## src/rtl/ring_rotate_pkg.sv

```systemverilog
// Shared types for the ring/rotate register sequencer: command opcodes and controller states.
package ring_rotate_pkg;

    localparam logic [1:0] OP_ENC_LOAD      = 2'b00;
    localparam logic [1:0] OP_ENC_ROT_LEFT  = 2'b01;
    localparam logic [1:0] OP_ENC_ROT_RIGHT = 2'b10;
    localparam logic [1:0] OP_ENC_CLEAR     = 2'b11;

    typedef enum logic [1:0] {
        OP_LOAD      = OP_ENC_LOAD,
        OP_ROT_LEFT  = OP_ENC_ROT_LEFT,
        OP_ROT_RIGHT = OP_ENC_ROT_RIGHT,
        OP_CLEAR     = OP_ENC_CLEAR
    } op_e;

    typedef enum logic [1:0] {
        ST_IDLE = 2'b00,
        ST_EXEC = 2'b01,
        ST_DONE = 2'b10
    } state_e;

endpackage

```

## src/rtl/ring_step_unit.sv

```systemverilog
// One-step next-value function for a WIDTH-bit ring register (load, clear, rotate left/right).
module ring_step_unit
    import ring_rotate_pkg::*;
#(
    parameter int               WIDTH     = 4,
    parameter logic [WIDTH-1:0] RESET_VAL = {{(WIDTH-1){1'b0}}, 1'b1}
) (
    input  logic [WIDTH-1:0] count_i,
    input  op_e              op_i,
    input  logic [WIDTH-1:0] data_i,
    output logic [WIDTH-1:0] next_o
);

    always_comb begin
        next_o = count_i;
        case (op_i)
            OP_LOAD:      next_o = data_i;
            OP_CLEAR:     next_o = RESET_VAL;
            OP_ROT_LEFT:  next_o = {count_i[WIDTH-2:0], count_i[WIDTH-1]};
            OP_ROT_RIGHT: next_o = {count_i[0], count_i[WIDTH-1:1]};
            default:      next_o = count_i;
        endcase
    end

endmodule

```

## src/rtl/ring_rotate_sequencer.sv

```systemverilog
// Command-driven sequencer for a ring/rotate register, one step per clock, with abort and done pulse.
// Optional macro RING_ROTATE_SEQ_ZERO_GUARD_EN rejects all-zero LOADs (done with err=1).
module ring_rotate_sequencer
    import ring_rotate_pkg::*;
#(
    parameter int               WIDTH     = 4,
    parameter int               STEP_W    = 4,
    parameter logic [WIDTH-1:0] RESET_VAL = {{(WIDTH-1){1'b0}}, 1'b1}
) (
    input  logic              clk,
    input  logic              reset,
    input  logic              cmd_valid,
    output logic              cmd_ready,
    input  logic [1:0]        cmd_op,
    input  logic [WIDTH-1:0]  cmd_data,
    input  logic [STEP_W-1:0] cmd_steps,
    input  logic              abort,
    output logic [WIDTH-1:0]  count,
    output logic              busy,
    output logic              done,
    output logic              aborted,
    output logic              err
);

    state_e             state_q, state_d;
    op_e                op_q, op_d;
    logic [WIDTH-1:0]   data_q, data_d;
    logic [STEP_W-1:0]  steps_q, steps_d;
    logic [WIDTH-1:0]   count_q, count_d;
    logic               aborted_q, aborted_d;
    logic [WIDTH-1:0]   step_next;
    logic               is_single;
`ifdef RING_ROTATE_SEQ_ZERO_GUARD_EN
    logic               err_q, err_d;
    logic               reject;
`endif

    ring_step_unit #(.WIDTH(WIDTH), .RESET_VAL(RESET_VAL)) u_step (
        .count_i (count_q),
        .op_i    (op_q),
        .data_i  (data_q),
        .next_o  (step_next)
    );

    assign is_single = (op_q == OP_LOAD) || (op_q == OP_CLEAR);
`ifdef RING_ROTATE_SEQ_ZERO_GUARD_EN
    // An all-zero ring can never be rotated back to a useful pattern.
    assign reject = (op_q == OP_LOAD) && (data_q == '0);
`endif

    always_ff @(posedge clk or negedge reset) begin
        if (!reset) begin
            state_q   <= ST_IDLE;
            op_q      <= OP_LOAD;
            data_q    <= '0;
            steps_q   <= '0;
            count_q   <= RESET_VAL;
            aborted_q <= 1'b0;
`ifdef RING_ROTATE_SEQ_ZERO_GUARD_EN
            err_q     <= 1'b0;
`endif
        end else begin
            state_q   <= state_d;
            op_q      <= op_d;
            data_q    <= data_d;
            steps_q   <= steps_d;
            count_q   <= count_d;
            aborted_q <= aborted_d;
`ifdef RING_ROTATE_SEQ_ZERO_GUARD_EN
            err_q     <= err_d;
`endif
        end
    end

    always_comb begin
        state_d = state_q;
        case (state_q)
            ST_IDLE: if (cmd_valid) state_d = ST_EXEC;
            ST_EXEC: begin
                // Leave after the step that takes remaining to zero; N=0 still spends one cycle.
                if (abort || is_single || steps_q <= STEP_W'(1)) state_d = ST_DONE;
            end
            ST_DONE: state_d = ST_IDLE;
            default: state_d = ST_IDLE;
        endcase
    end

    always_comb begin
        op_d      = op_q;
        data_d    = data_q;
        steps_d   = steps_q;
        count_d   = count_q;
        aborted_d = aborted_q;
`ifdef RING_ROTATE_SEQ_ZERO_GUARD_EN
        err_d     = err_q;
`endif
        if (state_q == ST_IDLE && cmd_valid) begin
            op_d      = op_e'(cmd_op);
            data_d    = cmd_data;
            steps_d   = cmd_steps;
            aborted_d = 1'b0;
`ifdef RING_ROTATE_SEQ_ZERO_GUARD_EN
            err_d     = 1'b0;
`endif
        end else if (state_q == ST_EXEC) begin
            if (abort) begin
                aborted_d = 1'b1;
            end else if (is_single) begin
`ifdef RING_ROTATE_SEQ_ZERO_GUARD_EN
                if (reject) err_d = 1'b1;
                else        count_d = step_next;
`else
                count_d = step_next;
`endif
            end else if (steps_q != '0) begin
                count_d = step_next;
                steps_d = steps_q - STEP_W'(1);
            end
        end
    end

    always_comb begin
        cmd_ready = (state_q == ST_IDLE);
        busy      = (state_q != ST_IDLE);
        done      = (state_q == ST_DONE);
        aborted   = done & aborted_q;
`ifdef RING_ROTATE_SEQ_ZERO_GUARD_EN
        err       = done & err_q;
`else
        err       = 1'b0;
`endif
        count     = count_q;
    end

endmodule

```

## config.mk

```make
export PLATFORM = sky130hd
export DESIGN_NAME = ring_rotate_sequencer
export DESIGN_NICKNAME = d
export VERILOG_FILES = /design/src/rtl/ring_rotate_pkg.sv /design/src/rtl/ring_step_unit.sv /design/src/rtl/ring_rotate_sequencer.sv
export SDC_FILE = /design/constraint.sdc
export NUM_CORES = 1
export LEC_CHECK = 0
export CORE_MARGIN = 1.5
export CORE_UTILIZATION = 43
export DETAILED_ROUTE_END_ITERATION = 10
export PLACE_DENSITY = 0.73
export SETUP_SLACK_MARGIN = 0.02
export SLEW_MARGIN = 10
export SYNTH_ARGS = -nofsm -noshare
export SYNTH_HDL_FRONTEND = slang
export SYNTH_SLANG_ARGS = --single-unit
```

## constraint.sdc

```tcl
create_clock -name clk -period 1.75 [get_ports clk]
set_input_delay 0.525 -clock clk [delete_from_list [all_inputs] [get_ports clk]]
set_output_delay 0.525 -clock clk [all_outputs]
set_load 0.05 [all_outputs]
```

### After elaboration in Yosys (flattened, before gate mapping)

Cells that the tools add are included.
Widths: inputs -> output; s select.

* equal/unequal tests: 9
* reductions and logical operators: 16
* $mul: 0
* add/subtract/negate cells: 1
* bitwise operators: 3
* shift operators: 0
* divide/modulo/power cells: 0
* multiplexer cells: 14
* order comparisons: 1

Operator list (count)
* $mux 4: 7
* $pmux 4 s4: 1
* $reduce_bool 2->1: 5
* $reduce_and 4->1: 2
* $eq 2x2->1 const B: 3
* $eq 2x1->1 const B: 2
* $le 4x1->1 const B: 1
* $logic_not 2->1: 2
* $mux 2: 2
* $ne 2x1->1 const B: 2
* $ne 2x2->1 const B: 2
* $pmux 2 s2: 1
* $reduce_and 2->1: 2
* $reduce_bool 4->1: 1
* $sub 4x1->4 const B: 1
* $logic_or 1x1->1: 3
* $mux 1: 3
* $not 1->1: 2
* $and 1x1->1: 1
* $logic_and 1x1->1: 1

* RAM bits: 0
* latch bits: 0
* output and inout bits: 9
* flip-flop bits (word level): 17
* memories kept: 0
* word-level logic and storage cells: 50
* input bits: 14
* ROM bits: 0

### Logic depth before layout (Yosys ltp)

Gate-level depths: netlist of run 1.

* depth in word-level cells: 6
* gate-level depth with buffers: 5
* depth with buffers taken out: 5

### Modules after synthesis

A second synthesis of run 1 with hierarchy kept.

* cells, all modules: 79
* area, all modules: 938.4 um^2

By module, submodules not included
* ring_rotate_sequencer: cells each 68, sequential area each 426.7 um^2, instances 1, area an instance 833.3 um^2
* ring_step_unit: cells each 11, sequential area each 0.0 um^2, instances 1, area an instance 105.1 um^2

### Worst setup path after synthesis of run 1

Ideal clock, no wire load.

* path kind: reg2out
* from: register state_q[1]
* to: output port busy
* arrival time: 1.606 ns
* buffers on the path: 0
* data required time: 1.225 ns
* slack: -0.381 ns
* stages on the path, launching flop included: 3
* cells stage by stage: dfrtp_1 -> nor2_1 -> inv_1

* cells in the longest elaborated chain, start to end: 1

Ends and longest elaborated chain
* start, declared: line ring_rotate_sequencer.sv:25 `state_e state_q, state_d;`
* start signal, assigned: line ring_rotate_sequencer.sv:63 `state_q <= state_d;`
* $reduce_bool 2->1: line ring_rotate_sequencer.sv:124 `busy = (state_q != ST_IDLE);`
* end, declared: line ring_rotate_sequencer.sv:19 `output logic busy,`

No other way between the ends.

### Worst setup path after layout of run 1

* from: register state_q[0]
* to: output port aborted

* cells in the longest elaborated chain, start to end: 2

Ends and longest elaborated chain
* $eq 2x2->1: line ring_rotate_sequencer.sv:125 `done = (state_q == ST_DONE);`
* $and 1x1->1: line ring_rotate_sequencer.sv:126 `aborted = done & aborted_q;`
* end, declared: line ring_rotate_sequencer.sv:21 `output logic aborted,`

No other way between the ends.

==> impl_metrics.py, run 1 <==
metrics = {
    "clock_network": {
        "clk_path_buf_depth": 2,
        "root_buffer": "clkbuf_4",
        "tritoncts": "done",
        "cts_buffers": 3,
        "cts.htree.levels": 1,
        "cts.sinks": 17,
        "clk_pin_slew_ns": 0.10,
        "clk_latency_ns": 0.28,
    },
    "final_layout": {
        "syn2layout_area_growth_pct": 51.5,
        "fin_area_sq_um": 1490,
        "finalNetCount": 149,
        "drive_gt1_frac": 0.391,
        "antenna_cells": 0,
        "stdcell_count": 156,
    },
    "sta": {
        "fmax_mhz": 588,
        "setup_viol_count_final": 0,
        "fin_crit_ns": 1.70,
        "layout_setup_ws_ns": 0.0501,
        "fin_crit_sh": 0.971,
        "finalMaxSlewViolations": 0,
        "finalHoldViolations": 0,
        "rsz0062_at_grt": "true",
        "skew_ns": 0.000903,
    },
    "drt": {
        "drtPass1Iterations": 4,
        "via_per_inst": 5.24,
        "dr.first_iter.drc_count": 5,
        "wl_per_cell_um": 13.1,
        "wirelength_mm": 2.04,
        "ant_nets": 0,
        "drc": 0,
        "num_vias": 817,
    },
    "die": {
        "rows": 17,
        "core_sq_um": 2190,
        "initial_core_util": 0.448,
        "die_y_um": 50.8,
        "io_pins": 23,
        "die-area_sq_um": 2580,
        "die_w_um": 50.8,
    },
    "status": {
        "outcome": "finished clean",
    },
    "placed_design": {
        "globalplace.congestion": 0.802,
        "portBuffers": 21,
        "placedCellCount": 148,
        "post-place-ws_ns": -0.196,
        "post-dp-hpwl_mm": 1.55,
        "dpl_cell_area_sq_um": 1370,
    },
    "synthesis": {
        "synth_cell_types": 34,
        "synth_edf_count": 0,
        "synth.avg_cell_area_sq_um": 10.8,
        "yosysWarnings": 0,
        "syn-num-nets": 111,
        "seq_area_frac_synth": 0.435,
        "synth_cells": 91,
        "synthDominantCellAreaShare": 0.408,
        "synthTopCellsByArea": "dfrtp_1 (41%), ha_1 (7.7%), mux2_2 (6.9%), o21ai_0 (4.6%), mux2_1 (4.6%)",
        "async_flop_share": 1.00,
        "syn_area_sq_um": 981,
        "synth_ff_type": "dfrtp_1",
        "synth_area_leader_cell": "dfrtp_1",
        "ys_ff_latch": 17,
    },
    "pwr": {
        "power_density_nw_per_um2": 1880,
        "p_leak_nw": 0.636,
        "ir_worst_vdd_uv": 1280,
    },
    "grt": {
        "use_met1": 0.222,
        "grt_pass1_wl_mm": 3.62,
        "grt_util_met2": 0.320,
        "grt-busiest-layer": "met2",
        "track_usage": 0.185,
        "grt.met3_usage": 0.0387,
        "overflow": 0,
        "grt_max_degree": 18,
        "grt_pass1_vias": 833,
        "antenna_found_initial": 0,
    },
    "critical_path": {
        "cp-end-kind": "primary output",
        "cp-startpoint": "state_q[0]",
        "r2r_start": "op_q[1]",
        "start_kind": "flip-flop",
        "cp_max_fo": 6,
        "arrival_ns": 1.17,
        "worstSetupPathType": "flip-flop to primary output",
        "crit_required_ns": 1.22,
    },
    "job": {
        "cap_viol_max_count": 0,
    },
    "min_path": {
        "hp-class": "flip-flop to flip-flop",
        "hold_start": "data_q[0]",
    },
}
[layout by cell type, fill, tap and decap left out, types with 2 or more instances in the layout]
cell              n
buf_4            15
mux2_4            3
inv_1             5
ha_1              4
dfrtp_2           2
nand2_1           4
ha_4              2
inv_2             4
clkbuf_4          3
nand3_1           3
buf_12            8
dfrtp_1          14
a31oi_1           3
mux2_2            6
nor2_1            3
o21ai_0           9
clkdlybuf4s50_1  13
nor2_4            2
a22oi_1           3
[Yosys cell counts, drive strengths merged (2+ instances only)]
master and n:
inv 9, nor3b 2, or3b 2, mux2 10, nor2 5, buf 3, nand2 4, o21ai 9
a31oi 3, ha 6, dfrtp 16, nand3 3, a22oi 3
[report_power, final]
part	switching, W	internal (W)	total, W
clock network	0.000119	0.0000884	0.000208
registers	0.000219	0.000589	0.000808
logic	0.000841	0.000940	0.00178
[layer usage]
layer  up-vias  routed length, um
met2        19               1050
met5         -                  0
met4         0                  0
met1       392                909
li1        406                  -
met3         0                 80
[final timing paths]
kind	end	slack, ns	cells after the start
max in group asynchronous	count[0]	0.93	2
min in group asynchronous	count[1]	0.57	2
max	aborted	0.05	3
min reg2reg	data_q[0]	0.52	1
max reg2reg	count[1]	0.07	5
min	data_q[0]	0.52	1
[sequential cells by signal, summed over array words and instances (netlist names)]
register,cells
op_q,2
steps_q,4
state_q,2
aborted_q,1
data_q,4
count,4
[worst max-delay path, cell delays in order (launching register included)]
cell and delay (ns):
dfrtp_2 0.49, inv_2 0.08, and3_4 0.19, buf_12 0.13
[metrics by stage]
stage / TNS, ns / hold WS [ns] / power [W] / utilization
3_5_place_dp: -2.46 / 0.498 / 0.00238 / 0.626
2_1_floorplan: -0.0257 / 0.229 / 0.00169 / -
5_1_grt: -0.00973 / 0.549 / 0.00300 / 0.678
3_3_place_gp: -1.96 / 0.494 / 0.00233 / 0.626
6_report: 0 / 0.516 / 0.00280 / 0.678
4_1_cts: 0 / 0.522 / 0.00269 / 0.658
[cells by family (layout without fill, tap and decap cells)]
family	count (synthesis)	after routing	share of synthesized area
other	1	1	0.00382
muxes	11	11	0.125
AOI/OAI and AO/OA	21	21	0.157
adders and majority gates	6	6	0.0765
buffers and inverters	12	49	0.0587
DFF	17	17	0.435
and+or+nand+nor	23	23	0.144
[what timing repair did]
| item | 4_1_cts | 5_1_grt |
|---|---|---|
| pin swaps | 1 | 1 |
| gates resized for setup | 8 | 8 |
| endpoints found under the setup margin | 7 | 6 |
| hold buffers | 0 | 0 |
| buffers inserted | 4 | 0 |
[layout make-up]
class                      instances  area (sq um)
fill                             169           704
sequential                        17           429
inverter                           9          33.8
tap                               28          35.0
clock buffer                       4          26.3
multi-input combinational         62           559
timing repair buffer              36           403
No activity file was read; power rests on OpenSTA's default activity.
==> run 2: changes to the inputs <==
--- a/config.mk
+++ b/config.mk
@@ -5,6 +5,7 @@
 export SDC_FILE = /design/constraint.sdc
 export NUM_CORES = 1
 export LEC_CHECK = 0
+export CORE_ASPECT_RATIO = 1.5
 export CORE_MARGIN = 1.5
 export CORE_UTILIZATION = 43
 export DETAILED_ROUTE_END_ITERATION = 10
@@ -14,3 +15,4 @@
 export SYNTH_ARGS = -nofsm -noshare
 export SYNTH_HDL_FRONTEND = slang
 export SYNTH_SLANG_ARGS = --single-unit
+export TNS_END_PERCENT = 10
==> run 2 against run 1 <==
  * Setup slack got worse by 0.027 ns
  * Clock skew is 0.0022 ns higher
  * Register-to-register slack got worse by 0.04 ns
  * Largest cell class unchanged
  * Largest power group unchanged
==> impl_metrics.py, run 2 (synthesized netlist as in run 1, its figures left out) <==
metrics = {
    "sta": {
        "fin_crit_sh": 0.987,
        "setup_viol_count_final": 0,
        "finalSetupTns_ns": 0,
        "rsz0062_at_grt": "true",
        "fin_crit_ns": 1.73,
        "layout_setup_ws_ns": 0.0230,
        "skew_ns": 0.00306,
        "finalMaxSlewViolations": 0,
        "fmax_mhz": 579,
        "finalHoldViolations": 0,
        "whs_ns": 0.461,
    },
    "critical_path": {
        "start_kind": "flip-flop",
        "crit_required_ns": 1.22,
        "r2r_start": "steps_q[1]",
        "worstSetupPathType": "flip-flop to primary output",
        "rrSetupSlack_ns": 0.03,
        "arrival_ns": 1.20,
        "cp-end-kind": "primary output",
        "cp_max_fo": 4,
        "reg2regPathDepth": 6,
        "reg2reg_to": "count[2]",
    },
    "pwr": {
        "ir_worst_vdd_uv": 1230,
        "p_clk_frac": 0.074,
        "power_density_nw_per_um2": 1920,
        "internal-power_w": 0.00166,
        "swShare": 0.427,
        "p_comb_frac": 0.651,
        "p_switching_w": 0.00124,
        "p_seq_frac": 0.275,
        "p_leak_nw": 0.650,
    },
    "grt": {
        "grt_max_degree": 13,
        "grt_pass1_vias": 856,
        "overflow": 0,
        "track_usage": 0.192,
        "grt_pass1_wl_mm": 3.65,
        "antenna_found_initial": 0,
    },
    "placed_design": {
        "portBuffers": 21,
        "globalplace.congestion": 0.841,
        "post-dp-hpwl_mm": 1.71,
        "post-place-ws_ns": -0.212,
    },
    "drt": {
        "ant_nets": 0,
        "num_vias": 891,
        "dr.first_iter.drc_count": 13,
        "wl_per_cell_um": 15.4,
        "drc": 0,
        "drtPass1Iterations": 4,
        "wirelength_mm": 2.37,
        "via_per_inst": 5.79,
    },
    "final_layout": {
        "syn2layout_area_growth_pct": 53.2,
        "final-seq-area_sq_um": 429,
        "antenna_cells": 0,
        "finalNetCount": 152,
        "multi_input_area_sq_um": 559,
        "drive_gt1_frac": 0.412,
        "most-common-layout-cells": "buf_4 (18), dfrtp_1 (14), clkdlybuf4s50_1 (13)",
        "layout_commonest_cell": "buf_4",
        "num-fill-cells": 173,
    },
    "clock_network": {
        "clk_latency_ns": 0.30,
        "cts.sinks": 17,
        "root_buffer": "clkbuf_4",
        "cts_buffers": 3,
        "clk_pin_slew_ns": 0.10,
        "clk_path_buf_depth": 2,
        "cts.htree.levels": 1,
        "tritoncts": "done",
    },
    "min_path": {
        "hp-class": "input pin to async pin",
    },
    "die": {
        "core_sq_um": 2210,
        "die-area_sq_um": 2580,
        "die_w_um": 42.0,
        "rows": 21,
        "die_y_um": 61.5,
        "initial_core_util": 0.444,
        "io_pins": 23,
    },
    "status": {
        "outcome": "finished clean",
    },
    "job": {
        "cap_viol_max_count": 0,
    },
}
## run 2: cell count changes in the layout (fill, tap and decap cells not counted), sizes merged
cell and change:
buf +3
## run 2: worst max-delay path by stage
stage                      end  slack, ns  depth (start not counted)        from
floorplan                 done      -0.03                          2  state_q[1]
global placement    steps_q[2]      -0.19                          6       abort
detailed placement   data_q[3]      -0.21                          4   cmd_valid
CTS                    aborted      0.004                          3  state_q[0]
global route              busy      -0.03                          4  state_q[0]
finish                    busy       0.02                          4  state_q[0]
## run 2: area by class of cell
| type | count | share of cell area |
|---|---|---|
| multi-input combinational | 62 | 0.372 |
| clock buffer | 4 | 0.0175 |
| tap | 23 | 0.0192 |
| inverter | 9 | 0.0225 |
| sequential | 17 | 0.286 |
| timing repair buffer | 39 | 0.283 |
## run 2: power by group through the flow
| stage | registers [W] | clock network [W] | logic [W] |
|---|---|---|---|
| after floorplan | 0.000870 | 0 | 0.000817 |
| after global placement | 0.000792 | 0 | 0.00155 |
| after detailed placement | 0.000803 | 0 | 0.00159 |
| after CTS | 0.000771 | 0.000218 | 0.00176 |
| after global routing | 0.000822 | 0.000242 | 0.00200 |
| final | 0.000794 | 0.000214 | 0.00188 |
## run 2: critical path, cell delays in order (launching register included)
cell and delay, ns:
dfrtp_2 0.44, buf_4 0.15, nor2_4 0.11, inv_2 0.06, buf_12 0.14
## run 2: what timing repair did
action / CTS / global route
pin swaps: 1 / 1
gates resized for setup: 4 / 13
hold endpoints to repair: 0 / 0
buffers inserted: 5 / 1
setup endpoints to repair: 6 / 7
hold buffers: 0 / 0
## run 2: routing by layer
metal / track usage / up-vias / part of all wire
li1: - / 409 / -
met1: 0.181 / 440 / 0.36
met2: 0.377 / 29 / 0.55
met3: 0.0264 / 13 / 0.035
met4: 0.143 / 0 / 0.051
met5: 0 / - / 0
## run 2: per-stage QoR
stage                     instances  total power, W  area (sq um)  utilization
final                           154         0.00289          1500        0.681
after global placement          144         0.00234          1370        0.622
after global routing            154         0.00306          1500        0.681
after floorplan                  91         0.00169           988            -
after CTS                       153         0.00275          1460        0.660
after detailed placement        144         0.00239          1370        0.622
